## src/rtl/inv_bank_sched.sv

```systemverilog
// inv_bank_sched: round-robin scheduler for one shared combinational inverter-bank datapath.
// Drives the granted operand for LAT cycles, then returns the sampled result as 2-state data.
//
// state | meaning
// IDLE  | arbitrate requesters, accept one operand
// DRIVE | operand on dp_in, settle counter running
// RESP  | result held on resp_* until accepted
module inv_bank_sched #(
  parameter int NREQ = 4,
  parameter int DW   = 5,
  parameter int LAT  = 2,
  localparam int IW  = (NREQ > 1) ? $clog2(NREQ) : 1
) (
  input  logic                    clk,
  input  logic                    rst_n,
  input  logic [NREQ-1:0]         req_valid,
  output logic [NREQ-1:0]         req_ready,
  input  logic [NREQ-1:0][DW-1:0] req_data,
  output logic [DW-1:0]           dp_in,
  output logic                    dp_en,
  input  logic [DW-1:0]           dp_out,
  output logic                    resp_valid,
  input  logic                    resp_ready,
  output logic [IW-1:0]           resp_id,
  output bit   [DW-1:0]           resp_data,
  output logic                    resp_xz
);

  typedef enum logic [1:0] {IDLE, DRIVE, RESP} state_t;

  localparam logic [3:0]    CNT_LOAD = 4'(LAT - 1);
  localparam logic [IW-1:0] LAST_RST = IW'(NREQ - 1);

  state_t        state, state_nxt;
  logic [3:0]    cnt_q;
  logic [DW-1:0] op_q;
  logic [IW-1:0] id_q;
  logic [IW-1:0] last_q;
  logic [IW-1:0] win_id;
  logic [IW-1:0] idx;
  logic          win_any;

  // Walk downwards so the candidate nearest to last_q+1 is the one left standing.
  always_comb begin
    win_any = 1'b0;
    win_id  = '0;
    idx     = '0;
    for (int k = NREQ; k >= 1; k--) begin
      idx = IW'((int'(last_q) + k) % NREQ);
      if (req_valid[idx]) begin
        win_any = 1'b1;
        win_id  = idx;
      end
    end
  end

  // Gated by rst_n so no grant is visible while the block is held in reset.
  assign req_ready = (rst_n && state == IDLE && win_any) ? (NREQ'(1) << win_id) : '0;
  assign dp_en     = (state == DRIVE);
  assign dp_in     = (state == DRIVE) ? op_q : '0;

  always_comb begin
    state_nxt = state;
    unique case (state)
      IDLE:    if (win_any) state_nxt = DRIVE;
      DRIVE:   if (cnt_q == '0) state_nxt = RESP;
      RESP:    if (resp_ready) state_nxt = IDLE;
      default: state_nxt = IDLE;
    endcase
  end

  always_ff @(posedge clk or negedge rst_n) begin
    if (!rst_n) begin
      state      <= IDLE;
      cnt_q      <= '0;
      op_q       <= '0;
      id_q       <= '0;
      last_q     <= LAST_RST;
      resp_valid <= 1'b0;
      resp_id    <= '0;
      resp_data  <= '0;
      resp_xz    <= 1'b0;
    end else begin
      state <= state_nxt;
      unique case (state)
        IDLE: begin
          if (win_any) begin
            op_q   <= req_data[win_id];
            id_q   <= win_id;
            last_q <= win_id;
            cnt_q  <= CNT_LOAD;
          end
        end
        DRIVE: begin
          if (cnt_q == '0) begin
            resp_valid <= 1'b1;
            resp_id    <= id_q;
            // x^x and z^z stay unknown, so any non-0/1 bit makes the xor non-zero
            resp_xz    <= ((dp_out ^ dp_out) !== '0);
            for (int b = 0; b < DW; b++) begin
              resp_data[b] <= (dp_out[b] === 1'b1);
            end
          end else begin
            cnt_q <= cnt_q - 4'd1;
          end
        end
        RESP: begin
          if (resp_ready) resp_valid <= 1'b0;
        end
        default: ;
      endcase
    end
  end

endmodule
```

## config.mk

```make
export PLATFORM = sky130hd
export DESIGN_NAME = inv_bank_sched
export DESIGN_NICKNAME = d
export VERILOG_FILES = /design/src/rtl/inv_bank_sched.sv
export SDC_FILE = /design/constraint.sdc
export NUM_CORES = 1
export LEC_CHECK = 0
export ABC_CLOCK_PERIOD_IN_PS = 2000
export CORE_MARGIN = 1
export CORE_UTILIZATION = 40
export CTS_CLUSTER_SIZE = 14
export DETAILED_ROUTE_END_ITERATION = 12
export GPL_ROUTABILITY_DRIVEN = 0
export PLACE_DENSITY = 0.75
export SYNTH_ARGS = -nofsm -noshare
export SYNTH_HDL_FRONTEND = slang
export SYNTH_SLANG_ARGS = --single-unit
```

## constraint.sdc

```tcl
create_clock -name clk -period 2 [get_ports clk]
set_input_delay 0.3 -clock clk [delete_from_list [all_inputs] [get_ports clk]]
set_output_delay 0.3 -clock clk [all_outputs]
set_load 0.01 [all_outputs]
```

### Yosys cells after proc, flatten, opt, wreduce, memory -nomap -nowiden

Index checks and enable logic that the tools add are counted.

| operators by class | value |
|---|---|
| add/sub/neg operators | 5 |
| $lt $le $gt $ge | 5 |
| shift-type cells | 1 |
| bitwise gates (word level) | 1 |
| muxes and demuxes | 30 |
| reductions and logical operators | 11 |
| equality and inequality tests | 12 |

Operators with widths:

| kind | count |
|---|---|
| < comparator 2 x 3 -> 1 bit, second input constant | 5 |
| 2-to-1 mux 2 bit | 7 |
| 2-to-1 mux 4 bit | 3 |
| binary-select mux 5 bit (select 2 bit) | 1 |
| 2-to-1 mux 1 bit | 10 |
| 2-to-1 mux 5 bit | 2 |
| AND reduction 3 bit | 3 |
| binary-select mux 1 bit (select 2 bit) | 4 |
| case mux 4 bit (2 select lines) | 1 |
| != test 2 bit, second input constant | 3 |
| case mux 2 bit (3 select lines) | 1 |
| case equality test 1 bit, second input constant | 5 |
| case inequality test 5 x 1 -> 1 bit, second input constant | 1 |
| XOR 5 bit | 1 |
| adder 2 x 1 -> 2 bit, second input constant | 2 |
| adder 2 bit, second input constant | 2 |
| logical NOT 4 bit | 1 |
| AND reduction 2 bit | 2 |
| nonzero test 2 bit | 2 |
| << shifter 1 x 2 -> 4 bit, first input constant | 1 |
| subtractor 4 x 1 -> 4 bit, second input constant | 1 |
| == test 2 x 1 -> 1 bit, second input constant | 1 |
| == test 2 bit, second input constant | 1 |
| logical AND 1 bit | 2 |
| 3 further kinds | 3 |

| storage, ports and cells | value |
|---|---|
| register bits | 24 |

### Logic depth before layout (Yosys ltp)

| logic depth | value |
|---|---|
| depth in word-level cells | 9 |
| gate-level depth with buffers | 8 |
| gate-level depth less buffers | 7 |

### Worst setup path after synthesis

No wires, ideal clock.

| timing path | value |
|---|---|
| kind | flip-flop to output port |
| start point | register last_q[1] |
| end point | output port req_ready[0] |
| data required time | 1.700 ns |
| arrival | 1.746 ns |
| setup slack | -0.046 ns |
| cell stages (with the launch flop) | 8 |
| cell sequence | dfstp_2 > clkbuf_2 > mux2i_1 > o32ai_2 > a21o_1 > buf_6 > buf_8 > nor3_1 |

| on the way | value |
|---|---|
| longest elaborated chain between the ends | 9 |
| elaborated cells between the ends (all ways) | 23 |
| those cells by class | 4 x add/sub; 1 x shift; 17 x mux; 1 x reduce/logical |

RTL lines:

| item | RTL line | RTL |
|---|---|---|
| from (decl) | 38 | `logic [IW-1:0] last_q;` |
| from (signal assigned) | 90 | `last_q <= win_id;` |
| adder 2 x 1 -> 2 bit | 49 | `idx = IW'((int'(last_q) + k) % NREQ);` |
| binary-select mux 1 bit (select 2 bit) | 50 | `if (req_valid[idx]) begin` |
| 2-to-1 mux 1 bit (not written as such) | 50 |  |
| 2-to-1 mux 2 bit or 2-to-1 mux 1 bit (tied branches) (4 in series) | 50 |  |
| << shifter 1 x 2 -> 4 bit or logical AND 1 bit (tied branches) | 58 | `assign req_ready = (rst_n && state == IDLE && win_any) ? (NREQ'(1) << win_id) : '0;` |
| 2-to-1 mux 4 bit * | 58 |  |
| to (decl) | 17 | `output logic [NREQ-1:0] req_ready,` |

Every way passes the cells marked *; elsewhere a longest branch is shown, timed or not. The select of a mux whose other input is x is not followed.

### Worst setup path in the final report

Ends and elaborated chain as after synthesis.

==> metrics.csv <==
stage,metric,value,unit
synth,multiplexer area fraction after synthesis,0.113,
floorplan,Die H,61.4,µm
setup_path,Crit Reg-Reg Startpoint,last_q[1]$_DFFE_PN1P_,
synth,synth unique cells,39,
setup_path,FF-to-FF End,op_q[0]$_DFFE_PN0P_,
setup_path,WP data required,1700,ps
drt,iteration-0 DRC count of the detailed router,50,
setup_path,crit end category,primary output,
status,status,"finished, violations left",
power_and_ir_drop,part of the power in the clock network,0.076,
job,max_cap viols,0,
timing,Clock Skews,3.09,ps
synth,Post-synth EDFFs,0,
setup_path,family with the most delay on the worst path,flip-flops,
power_and_ir_drop,Pwr per Cell Area,1350,mW/mm²
cts,clock buffer depth,2,
floorplan,die area,0.00377,mm²
synth,synth cell count leaders,"21 x dfrtp_1, 16 x nor2_1, 15 x a211oi_1",
drt,Via Count,1388,
timing,Slew @ Worst Pin,578,ps
drt,final wirelength,3.90,mm
cts,"CTS clk-pin slew, worst paths",130,ps
power_and_ir_drop,Net Sw Frac,0.398,
cts,Inserted Clock Buffers,3,
drt,wire per inst,14.6,µm
synth,largest cells by area after synthesis,"dfrtp_1 37%, a211oi_1 8.0%, ha_1 6.2%, mux2i_1 5.7%, mux2_2 5.6%",
placed_design,port bufs,49,
timing,Slew Limit Fails,0,
timing,Peak Freq,459,MHz
floorplan,I/O pins,51,
power_and_ir_drop,Reg power frac,0.281,
synth,Synth Area in Adders,0.0621,
cts,Clock Latency Late Sink,320,ps
cts,H-tree levels,1,
power_and_ir_drop,Comb power frac,0.643,
setup_path,worst setup path class,flip-flop to primary output,
synth,ys flop type,dfrtp_1,
cts,CTS Hold Bufs,0,
floorplan,die width,61.4,µm
placed_design,"worst slack, placed",-594,ps
synth,"Avg Cell Area, Syn",9.59,µm²
timing,RSZ-0062 raised after global routing,true,
setup_path,CP bufs+invs,1,
cts,Clock Tree Root,clkbuf_4,
setup_path,Worst path max stage delay,570,ps
drt,via count normalized by instance count,5.20,
setup_path,r2r setup slk,30,ps
drt,Post-route DRC,0,
synth,Synth warnings,0,
floorplan,Placeable Area,0.00336,mm²
setup_path,crit path launch type,flip-flop,
setup_path,"Arr. time, crit path",1880,ps
hold_path,Hold Path Class,input pin to asynchronous set/reset pin,
placed_design,DP Wirelength,2.91,mm
global_routing,Congestion Overflow GR,0,
finish,final net count,261,
timing,Slew headroom,0.614,
power_and_ir_drop,total power,0.00299,W
power_and_ir_drop,Int Pwr,0.00180,W
floorplan,Row Count,21,
synth,cell with the most instances after synthesis,dfrtp_1,
synth,Synth Net Count,186,
timing,Setup-failing EPs final,4,
synth,Synth async-reset ratio,1.00,
timing,fin crit share,1.09,
synth,cell taking the most area after synthesis,dfrtp_1,
status,violated checks,setup timing,
timing,final setup margin,-180,ps
synth,Yosys reg bits,23,
global_routing,first-pass GRT wire length,6.02,mm
cts,Sink Count,23,
finish,count of inserted antenna diode cells,0,
finish,layout cell share with drive strength beyond 1,0.271,
timing,final hold vios,0,
synth,Post-Synth Simple-Gate Area,0.173,
power_and_ir_drop,VDD IR max,0.577,mV
synth,Synth Area in Compound Gates,0.163,
global_routing,GRT Overall Usage,0.220,
synth,Synth top area share,0.373,
floorplan,Initial Util,0.419,
synth,Syn Inst Count,147,
synth,largest family of logic cells by synthesized area,simple AND/OR/NAND/NOR gates,
setup_path,slowest cell on the critical path,dfstp_2,
power_and_ir_drop,Net Switching,0.00119,W
global_routing,initial antenna violation count,0,
synth,XOR/XNOR Fraction of Synth Area,0.00621,
power_and_ir_drop,leak pwr,1.04,nW
cts,CTS tree,built,
synth,Mapped Area,0.00141,mm²
global_routing,pin count of the biggest net entering global routing,24,
setup_path,"Max FO, Critical Path",5,
finish,Layout area overhead,57.0,%
global_routing,vias in the first global route,1393,
timing,post-route minimum period,2180,ps
setup_path,Worst Reg-to-Reg Cells,7,
setup_path,worst path cell trace,"mux2i_1, o32ai_2, a21o_1, nor3_4, buf_2",
synth,sequential fraction of the synthesis area,0.410,
drt,DRT antenna net count,0,
drt,DRT Pass-1 Iters,4,
==> per-stage QoR <==
stage	TNS [ps]	utilization	cells	hold WS (ps)	instance area [µm²]
6_report	-609	0.658	267	473	2210
5_1_grt	-1120	0.658	267	486	2210
4_1_cts	-501	0.652	266	465	2190
3_5_place_dp	-3420	0.618	257	485	2080
3_3_place_gp	-2770	0.618	257	462	2080
2_1_floorplan	-46.0	-	147	4.41	1420
==> timing repair <==
action,CTS,global route
buffers inserted,5,0
pin swaps,6,1
setup endpoints to repair,18,11
resized for setup,42,4
gates cloned,0,1
endpoints found under the hold margin,0,0
==> how the worst max path moves through the flow <==
stage	start	end	depth (start not counted)
3_5_place_dp	req_valid[1]	req_ready[2]	7
2_1_floorplan	last_q[1]$_DFFE_PN1P_	req_ready[0]	7
5_1_grt	last_q[1]$_DFFE_PN1P_	req_ready[1]	6
6_report	last_q[1]$_DFFE_PN1P_	req_ready[0]	5
3_3_place_gp	req_valid[1]	req_ready[3]	7
4_1_cts	last_q[1]$_DFFE_PN1P_	req_ready[1]	6
==> flip-flops by register name, indices dropped and copies added (netlist names) <==
name,count
cnt_q,4
id_q,2
last_q,2
op_q,5
resp_data,5
resp_id,2
resp_valid,1
state,2
==> kinds of logic after synthesis <==
family	after synthesis
XOR/XNOR	1
multiplexers	15
AO/OA/AOI/OAI	30
AND/OR/NAND/NOR	50
adder cells (fa/ha/maj)	7
buffers and inverters	20
flip-flops	23
other	1
==> cells in the final DEF (no fill, tap or decap), types with 2 or more instances in the layout <==
cell / Yosys / routed
ha_1: 7 / 6
a211oi_1: 15 / 14
nor4_1: 2 / 2
buf_2: 0 / 2
o21ai_0: 4 / 4
dfrtp_1: 21 / 21
o22ai_1: 2 / 2
nor2_1: 16 / 15
nand3_1: 3 / 2
dfstp_2: 2 / 2
o211a_1: 2 / 2
mux2i_1: 8 / 8
buf_4: 1 / 23
clkdlybuf4s50_1: 0 / 35
dlygate4sd2_1: 0 / 9
and2_1: 6 / 5
inv_1: 12 / 12
clkbuf_4: 0 / 3
nor2_4: 0 / 2
nand2_1: 13 / 13
buf_6: 1 / 6
mux2_2: 7 / 7
==> cell type report <==
class	count	area, µm²
Fill cell	301	1150
Multi-Input combinational cell	105	810
Timing Repair Buffer	76	692
Sequential cell	23	578
Tap cell	46	57.6
Inverter	13	48.8
Clock buffer	3	22.5
Clock inverter	1	5.00
==> layer usage <==
| layer | routed length (µm) | part of all wire | track usage | vias to the layer above |
|---|---|---|---|---|
| met2 | 2110 | 0.54 | 0.425 | 55 |
| met1 | 1550 | 0.40 | 0.254 | 662 |
| met4 | 47 | 0.012 | 0.0508 | 0 |
| met3 | 189 | 0.048 | 0.0336 | 5 |
| li1 | - | - | - | 666 |
| met5 | 0 | 0 | 0 | - |
==> power by group through the flow <==
stage                     Combinational (W)  Sequential [W]  Clock [W]
after global routing                0.00207        0.000864   0.000255
after detailed placement            0.00174        0.000846          0
after CTS                           0.00188        0.000838   0.000227
after global placement              0.00167        0.000828          0
after floorplan                    0.000936        0.000847          0
final                               0.00192        0.000842   0.000226
Note: power is estimated with default switching activity, not from simulation.
